### config.mk
export PLATFORM = sky130hd
export DESIGN_NAME = instruction_fetch_unit
export DESIGN_NICKNAME = d
export VERILOG_FILES = /design/src/rtl/mips_pkg.sv /design/src/rtl/instruction_fetch_unit.sv
export SDC_FILE = /design/constraint.sdc
export NUM_CORES = 1
export LEC_CHECK = 0
export BUFFER_PORTS_ARGS = -buffer_cell sky130_fd_sc_hd__buf_4
export CAP_MARGIN = 30
export CELL_PAD_IN_SITES_DETAIL_PLACEMENT = 1
export CELL_PAD_IN_SITES_GLOBAL_PLACEMENT = 1
export CORE_ASPECT_RATIO = 1.25
export CORE_MARGIN = 1
export CORE_UTILIZATION = 25
export DETAILED_ROUTE_END_ITERATION = 12
export PLACE_DENSITY = 0.63
export SLEW_MARGIN = 20
export SYNTH_ARGS = -nofsm -noshare
export SYNTH_HDL_FRONTEND = slang
export SYNTH_SLANG_ARGS = --single-unit
export TNS_END_PERCENT = 20
### constraint.sdc
create_clock -name clk -period 2.6 [get_ports clk]
set_clock_uncertainty 0.1 [all_clocks]
set_input_delay 0.39 -clock clk [delete_from_list [all_inputs] [get_ports clk]]
set_output_delay 0.39 -clock clk [all_outputs]
set_load 0.005 [all_outputs]
### src/rtl/mips_pkg.sv
// Shared MIPS pipeline definitions: bubble instruction, default reset PC, fetch FSM states.
package mips_pkg;

  localparam logic [31:0] NOP_INSTR        = 32'h0000_0000;  // sll $0,$0,0
  localparam logic [31:0] DEFAULT_RESET_PC = 32'h0000_0000;

  typedef enum logic [2:0] {
    StReq,
    StWait,
    StHold,
    StDrop,
    StFault
  } fetch_state_e;

endpackage

### src/rtl/instruction_fetch_unit.sv
// MIPS instruction-fetch stage: PC, single-outstanding imem handshake, IF/ID output register.
// Define IFU_MISALIGN_CHECK_EN to trap misaligned redirects in a FAULT state (fetch_misalign_o).
module instruction_fetch_unit
  import mips_pkg::*;
#(
  parameter logic [31:0] RESET_PC = DEFAULT_RESET_PC
) (
  input  logic        clk,
  input  logic        rst_n,
  input  logic        stall_i,
  input  logic        redirect_i,
  input  logic [31:0] redirect_pc_i,
  output logic        imem_req_o,
  output logic [31:0] imem_addr_o,
  input  logic        imem_ready_i,
  input  logic        imem_rvalid_i,
  input  logic [31:0] imem_rdata_i,
  output logic [31:0] new_PC,
  output logic [31:0] instruction,
  output logic        fetch_valid
`ifdef IFU_MISALIGN_CHECK_EN
  ,
  output logic        fetch_misalign_o
`endif
);

  fetch_state_e state_q, state_d;

  logic [31:0] pc_q, pc_d, pc_inc;
  logic [31:0] hold_q, hold_d;
  logic [31:0] new_pc_q, new_pc_d;
  logic [31:0] instr_q, instr_d;
  logic        valid_q, valid_d;
  logic [31:0] target;
  logic [31:0] deliver_data;
  logic        deliver;
  logic        accept;

`ifdef IFU_MISALIGN_CHECK_EN
  logic redirect_misalign;
  assign target            = redirect_pc_i;
  assign redirect_misalign = |redirect_pc_i[1:0];
  assign fetch_misalign_o  = (state_q == StFault);
`else
  logic unused_redirect_lsbs;
  assign target               = {redirect_pc_i[31:2], 2'b00};
  assign unused_redirect_lsbs = ^redirect_pc_i[1:0];
`endif

  assign pc_inc = pc_q + 32'd4;

  // A word reaches IF/ID either straight from memory or from the stall buffer.
  assign deliver = !redirect_i && !stall_i &&
                   (((state_q == StWait) && imem_rvalid_i) || (state_q == StHold));
  assign deliver_data = (state_q == StHold) ? hold_q : imem_rdata_i;
  assign accept       = imem_req_o && imem_ready_i;

  always_ff @(posedge clk or negedge rst_n) begin
    if (!rst_n) begin
      state_q <= StReq;
    end else begin
      state_q <= state_d;
    end
  end

  always_comb begin
    state_d = state_q;
    if (redirect_i) begin
      case (state_q)
        // An outstanding wrong-path response must still be swallowed.
        StWait, StDrop: state_d = imem_rvalid_i ? StReq : StDrop;
        default:        state_d = StReq;
      endcase
`ifdef IFU_MISALIGN_CHECK_EN
      if (redirect_misalign) state_d = StFault;
`endif
    end else begin
      case (state_q)
        StReq:  if (accept) state_d = StWait;
        StWait: begin
          if (imem_rvalid_i) begin
            if (stall_i)     state_d = StHold;
            else if (accept) state_d = StWait;
            else             state_d = StReq;
          end
        end
        StHold: if (!stall_i) state_d = accept ? StWait : StReq;
        StDrop: if (imem_rvalid_i) state_d = StReq;
        default: state_d = state_q;
      endcase
    end
  end

  // The follow-on request goes out in the delivery cycle so zero-wait memory streams.
  always_comb begin
    imem_req_o  = 1'b0;
    imem_addr_o = pc_q;
    if (!redirect_i) begin
      if (state_q == StReq) begin
        imem_req_o = 1'b1;
      end else if (deliver) begin
        imem_req_o  = 1'b1;
        imem_addr_o = pc_inc;
      end
    end
  end

  always_comb begin
    pc_d     = pc_q;
    hold_d   = hold_q;
    new_pc_d = new_pc_q;
    instr_d  = instr_q;
    valid_d  = valid_q;
    if (redirect_i) begin
      pc_d    = target;
      instr_d = NOP_INSTR;
      valid_d = 1'b0;
    end else if (deliver) begin
      pc_d     = pc_inc;
      new_pc_d = pc_inc;
      instr_d  = deliver_data;
      valid_d  = 1'b1;
    end else if (!stall_i) begin
      instr_d = NOP_INSTR;
      valid_d = 1'b0;
    end
    if (!redirect_i && stall_i && (state_q == StWait) && imem_rvalid_i) begin
      hold_d = imem_rdata_i;
    end
  end

  always_ff @(posedge clk or negedge rst_n) begin
    if (!rst_n) begin
      pc_q     <= RESET_PC;
      hold_q   <= 32'h0;
      new_pc_q <= 32'h0;
      instr_q  <= NOP_INSTR;
      valid_q  <= 1'b0;
    end else begin
      pc_q     <= pc_d;
      hold_q   <= hold_d;
      new_pc_q <= new_pc_d;
      instr_q  <= instr_d;
      valid_q  <= valid_d;
    end
  end

  assign new_PC      = new_pc_q;
  assign instruction = instr_q;
  assign fetch_valid = valid_q;

endmodule

# == Word-level counts from Yosys, hierarchy flattened ==
# Index checks and enable logic that the tools add are counted.
# totals
reg_bits,132
inputBits,70
output_inout_bits,98
word_cells,55
# classes
add_sub_neg,1
eq_ne,8
n_mux,24
bitwise_logic,1
reduce_logical,15
# op_table
operator,count
$mux 32,8
$add 32x3->32 const B,1
$mux 3,5
$ne 3x3->1 const B,4
$pmux 3 s4,1
$logic_and 1x1->1,7
$mux 1,7
$eq 3x2->1 const B,2
$mux 2,3
$reduce_and 5->1,1
$reduce_bool 5->1,1
$eq 3x1->1 const B,1
$logic_not 3->1,1
$ne 3x1->1 const B,1
$logic_not 1->1,2
$reduce_and 2->1,1
$reduce_or 2->1,1
$logic_or 1x1->1,1
$not 1->1,1

# == Longest topological paths before layout ==
# depth
depth_word,13
mapped_depth,10
ltp_nobuf,6

# == Worst setup path before layout ==
# Ideal clock, no wire load.
# synth_path
kind,flip-flop to output port
start,reg state_q[0]
end,out imem_addr_o[28]
arrival_time_ps,2056
t_required_ps,2110
slack_ps,54
path_stages_with_launch,10
n_path_buf,3
cell_sequence,dfrtp_1 -> inv_1 -> ha_1 -> buf_2 -> a21oi_1 -> or3_1 -> buf_2 -> buf_2 -> nor4_1 -> xor2_1
# synth_between
elab_chain_cells,7
elab_cells_between_ends,9
cone_classes,2 x eq/ne; 3 x mux; 4 x reduce/logical
# synth_lines
element,line_no,text
start: declaration,instruction_fetch_unit.sv:27,"fetch_state_e state_q, state_d;"
start signal: assignment,instruction_fetch_unit.sv:60,state_q <= StReq;
start signal: assignment,instruction_fetch_unit.sv:62,state_q <= state_d;
$eq 3x1->1,instruction_fetch_unit.sv:54,(((state_q == StWait) && imem_rvalid_i) || (state_q == StHold));
$logic_and 1x1->1,instruction_fetch_unit.sv:54,
$logic_or 1x1->1,instruction_fetch_unit.sv:54,
$logic_and 1x1->1,instruction_fetch_unit.sv:53,assign deliver = !redirect_i && !stall_i &&
$mux 32,-,
$mux 32 *,instruction_fetch_unit.sv:99,if (state_q == StReq) begin
$mux 32 *,instruction_fetch_unit.sv:98,if (!redirect_i) begin
end: declaration,instruction_fetch_unit.sv:14,"output logic [31:0] imem_addr_o,"
# Mark *: on every way between the ends. The rest lies on a longest branch, timed or not.

# == Final worst setup path ==
# layout_path
start,reg pc_q[5]
end,out imem_addr_o[23]
# layout_between
elab_chain_cells,4
# layout_lines
element,line_no,text
start: declaration,instruction_fetch_unit.sv:29,"logic [31:0] pc_q, pc_d, pc_inc;"
start signal: assignment,instruction_fetch_unit.sv:140,pc_q <= pc_d;
$add 32x3->32,instruction_fetch_unit.sv:50,assign pc_inc = pc_q + 32'd4;
$mux 32,-,
$mux 32,instruction_fetch_unit.sv:99,
$mux 32,instruction_fetch_unit.sv:98,
# Every way passes these cells.

==> impl_metrics.json <==
{
  "outcome": "finished, violations left",
  "violations": "negative setup slack",
  "ys_top_cells_by_area": "dfrtp_1, mux2_2, nand2_1",
  "die_w_um": 150,
  "place_inst": 1199,
  "cts_tree": "built",
  "cts_root_buffer": "clkbuf_16",
  "slew_violations": 0,
  "reg2regPathDepth": 9,
  "cap_violations": 0,
  "port_buffers": 161,
  "place_ws_ns": -0.0261,
  "syn_area_per_cell_um2": 9.83,
  "clk_path_buf_depth": 2,
  "dieArea_um2": 28000,
  "netlist_instances": 696,
  "n_antenna_cell": 0,
  "setup-violations-final": 19,
  "drc_errors": 0,
  "ios": 168,
  "grtUsageTotal": 0.168,
  "core_area_um2": 26800,
  "fmax_ghz": 0.349,
  "synthXorXnorAreaFrac": 0.0665,
  "seq_area_um2": 3180,
  "cts_buffers": 17,
  "cts_sinks": 127,
  "initial_core_util": 0.255,
  "worst_ep_arrival_time_ns": 2.37,
  "synth_compound_area_frac": 0.105,
  "path_common_cell": "buf_4",
  "yosys.area_share.simple": 0.189,
  "cp_cell_sequence": "buf_4, nand4_4, or4_4, buf_4, nor4_4, xor2_1, buf_4",
  "synth_ff_type": "dfrtp_1",
  "critPathKind": "reg -> out",
  "routedWlPerCell_um": 18.5,
  "synth_enable_flop_cells": 0,
  "rows": 67,
  "cp_top_family": "simple AND/OR/NAND/NOR gates",
  "synth-async-reset-ratio": 1.00,
  "fin_ws_ns": -0.261,
  "vias_per_cell": 4.83,
  "worst_pin_slew_ns": 0.619,
  "synth.distinct_cells": 51,
  "hold_end": "pc_q[13]$_DFF_PN0_",
  "worstHoldStart": "redirect_pc_i[13]",
  "multi_input_area_um2": 3640,
  "total_power_uw": 8110,
  "grt-ovfl-total": 0,
  "p_leak_uw": 0.00436,
  "antenna_found_initial": 0,
  "worstReg2RegEnd": "pc_q[29]$_DFF_PN0_",
  "critPathMaxFanout": 4,
  "powerDensity_nw_per_um2": 817,
  "fin_cells": 1267,
  "insertion_delay_ns": 0.43,
  "first_pass_iters": 5,
  "worst-path-buf-inv": 3,
  "gp_congestion": 0.782,
  "synthToLayoutAreaGrowth_pct": 44.9,
  "required_ns": 2.11,
  "end_kind": "output pin",
  "wirelength_um": 23400,
  "yosys_register_bits": 127,
  "die_h_um": 187,
  "grt_start_max_net_pins": 68,
  "fin_crit_sh": 1.10,
  "syn_area_um2": 6840,
  "vias": 6116,
  "whs_path_depth": 2,
  "slew_headroom": 0.587,
  "min_path_type": "in -> reg",
  "ir_drop_uv": 324,
  "drive_above_1_share": 0.413,
  "synth_warnings": 0,
  "seq_area_frac_synth": 0.464,
  "cts_htree_levels": 4,
  "synthMuxAreaShare": 0.107,
  "synth_top_family_by_area": "simple AND/OR/NAND/NOR gates",
  "nets": 984,
  "slowest_delay_ns": 0.61,
  "synth_fa_ha_area_frac": 0.00914,
  "post-dp-hpwl_um": 15900,
  "synthDominantCellAreaShare": 0.464,
  "startpoint_type": "register",
  "r2r_slack_ns": 0.15,
  "period_needed_ns": 2.86,
  "rsz0062_at_grt": "yes",
  "grt_pass1_wl_um": 35700,
  "ant_nets": 0,
  "r2r_start": "state_q[1]$_DFFE_PN0P_",
  "timing_hold_violations_final": 0,
  "grt_pass1_vias": 6405,
  "fillers": 3077,
  "clkSlewWorstSetupHoldPaths_ns": 0.06,
  "synth_top_area_cell": "dfrtp_1",
  "slowest_stage": "or4_4",
  "drt_iter0_markers": 251
}
where the power goes:
group | switching [uW] | internal (uW)
Sequential | 342 | 2560
Combinational | 1380 | 1410
Clock | 928 | 1480
Total | 2650 | 5460
worst register-to-register path, cell delays in order, from the launching register on:
cell     delay [ns]
dfrtp_1        0.40
inv_2          0.12
ha_4           0.15
a21oi_2        0.06
or3_4          0.40
buf_6          0.16
buf_4          0.13
buf_12         0.20
or4_1          0.56
nand3_1        0.11
final cells by class:
type	instances	share of cell area
clock buffers	22	0.0478
inverters	7	0.00265
multi-input cells	497	0.367
clock inverters	10	0.0112
flip-flops and latches	127	0.320
repair buffers	259	0.208
well taps	345	0.0435
Yosys cell counts, types with 12 or more instances:
master and count:
or4_1 15, dfrtp_1 127, xor2_1 12, xnor2_1 40
clkbuf_1 35, a31oi_1 18, nor2_1 30, nand3_1 20
nand2_1 95, nor3_1 12, nor4_1 13, mux2_2 34
o21ai_0 69, nand4_1 17, mux2i_1 35
cells by family (layout without fill, tap and decap cells):
kind of cell | after synthesis | after routing
flops | 127 | 127
simple gates | 246 | 246
compound gates | 121 | 121
fa+ha+maj | 5 | 5
xor+xnor | 52 | 52
other cells | 1 | 4
buf+inv | 75 | 298
mux | 69 | 69
through the flow:
step / utilization / hold WS (ns) / cell area, um2 / TNS (ns)
after floorplan: - / -0.00559 / 6860 / 0
after global placement: 0.323 / 0.273 / 8660 / 0
after detailed placement: 0.323 / 0.279 / 8660 / -0.0261
after CTS: 0.360 / 0.0503 / 9650 / -3.08
after global routing: 0.370 / 0.0626 / 9920 / -4.51
final: 0.370 / 0.0723 / 9920 / -2.33
what timing repair did:
item	4_1_cts	5_1_grt
setup buffers	17	18
hold endpoints to repair	47	0
setup endpoints to repair	30	30
gates resized for setup	46	28
hold buffers	1	0
pin swaps	17	22
flip-flops by register name (all words and copies together) (netlist names):
name	cells
fetch_valid	1
hold_q	32
instruction	32
new_PC	30
pc_q	30
state_q	2
routing by layer:
metal,vias to the layer above,track usage,part of all wire
li1,2888,-,-
met1,3042,0.206,0.44
met4,0,0.0657,0.021
met5,-,0,0
met2,155,0.283,0.50
met3,31,0.0385,0.039
worst max path at each step:
stage | endpoint | start | slack (ns) | cells past startpoint
2_1_floorplan | imem_addr_o[28] | state_q[0]$_DFFE_PN0P_ | 0.05 | 9
3_3_place_gp | imem_addr_o[19] | state_q[1]$_DFFE_PN0P_ | 0.03 | 7
3_5_place_dp | imem_addr_o[29] | state_q[1]$_DFFE_PN0P_ | -0.03 | 8
4_1_cts | imem_addr_o[19] | pc_q[17]$_DFF_PN0_ | -0.27 | 5
5_1_grt | imem_addr_o[29] | pc_q[5]$_DFF_PN0_ | -0.34 | 7
6_report | imem_addr_o[23] | pc_q[5]$_DFF_PN0_ | -0.26 | 7
cells in the final DEF (no fill, tap or decap), types with 7 or more instances in the layout:
cell	synthesis	routed
mux2_2	34	33
dfrtp_1	127	127
nor3_1	12	7
nor2_1	30	29
xor2_1	12	11
or4_1	15	13
nand3_1	20	17
nand2_1	95	92
buf_4	9	237
buf_6	8	17
o21ai_0	69	69
o31ai_1	10	10
nand4_1	17	17
a31oi_1	18	18
xnor2_2	0	13
mux2i_1	35	35
clkbuf_16	0	17
xnor2_1	40	27
nor4_1	13	7
Note: power is estimated with default switching activity, not from simulation.
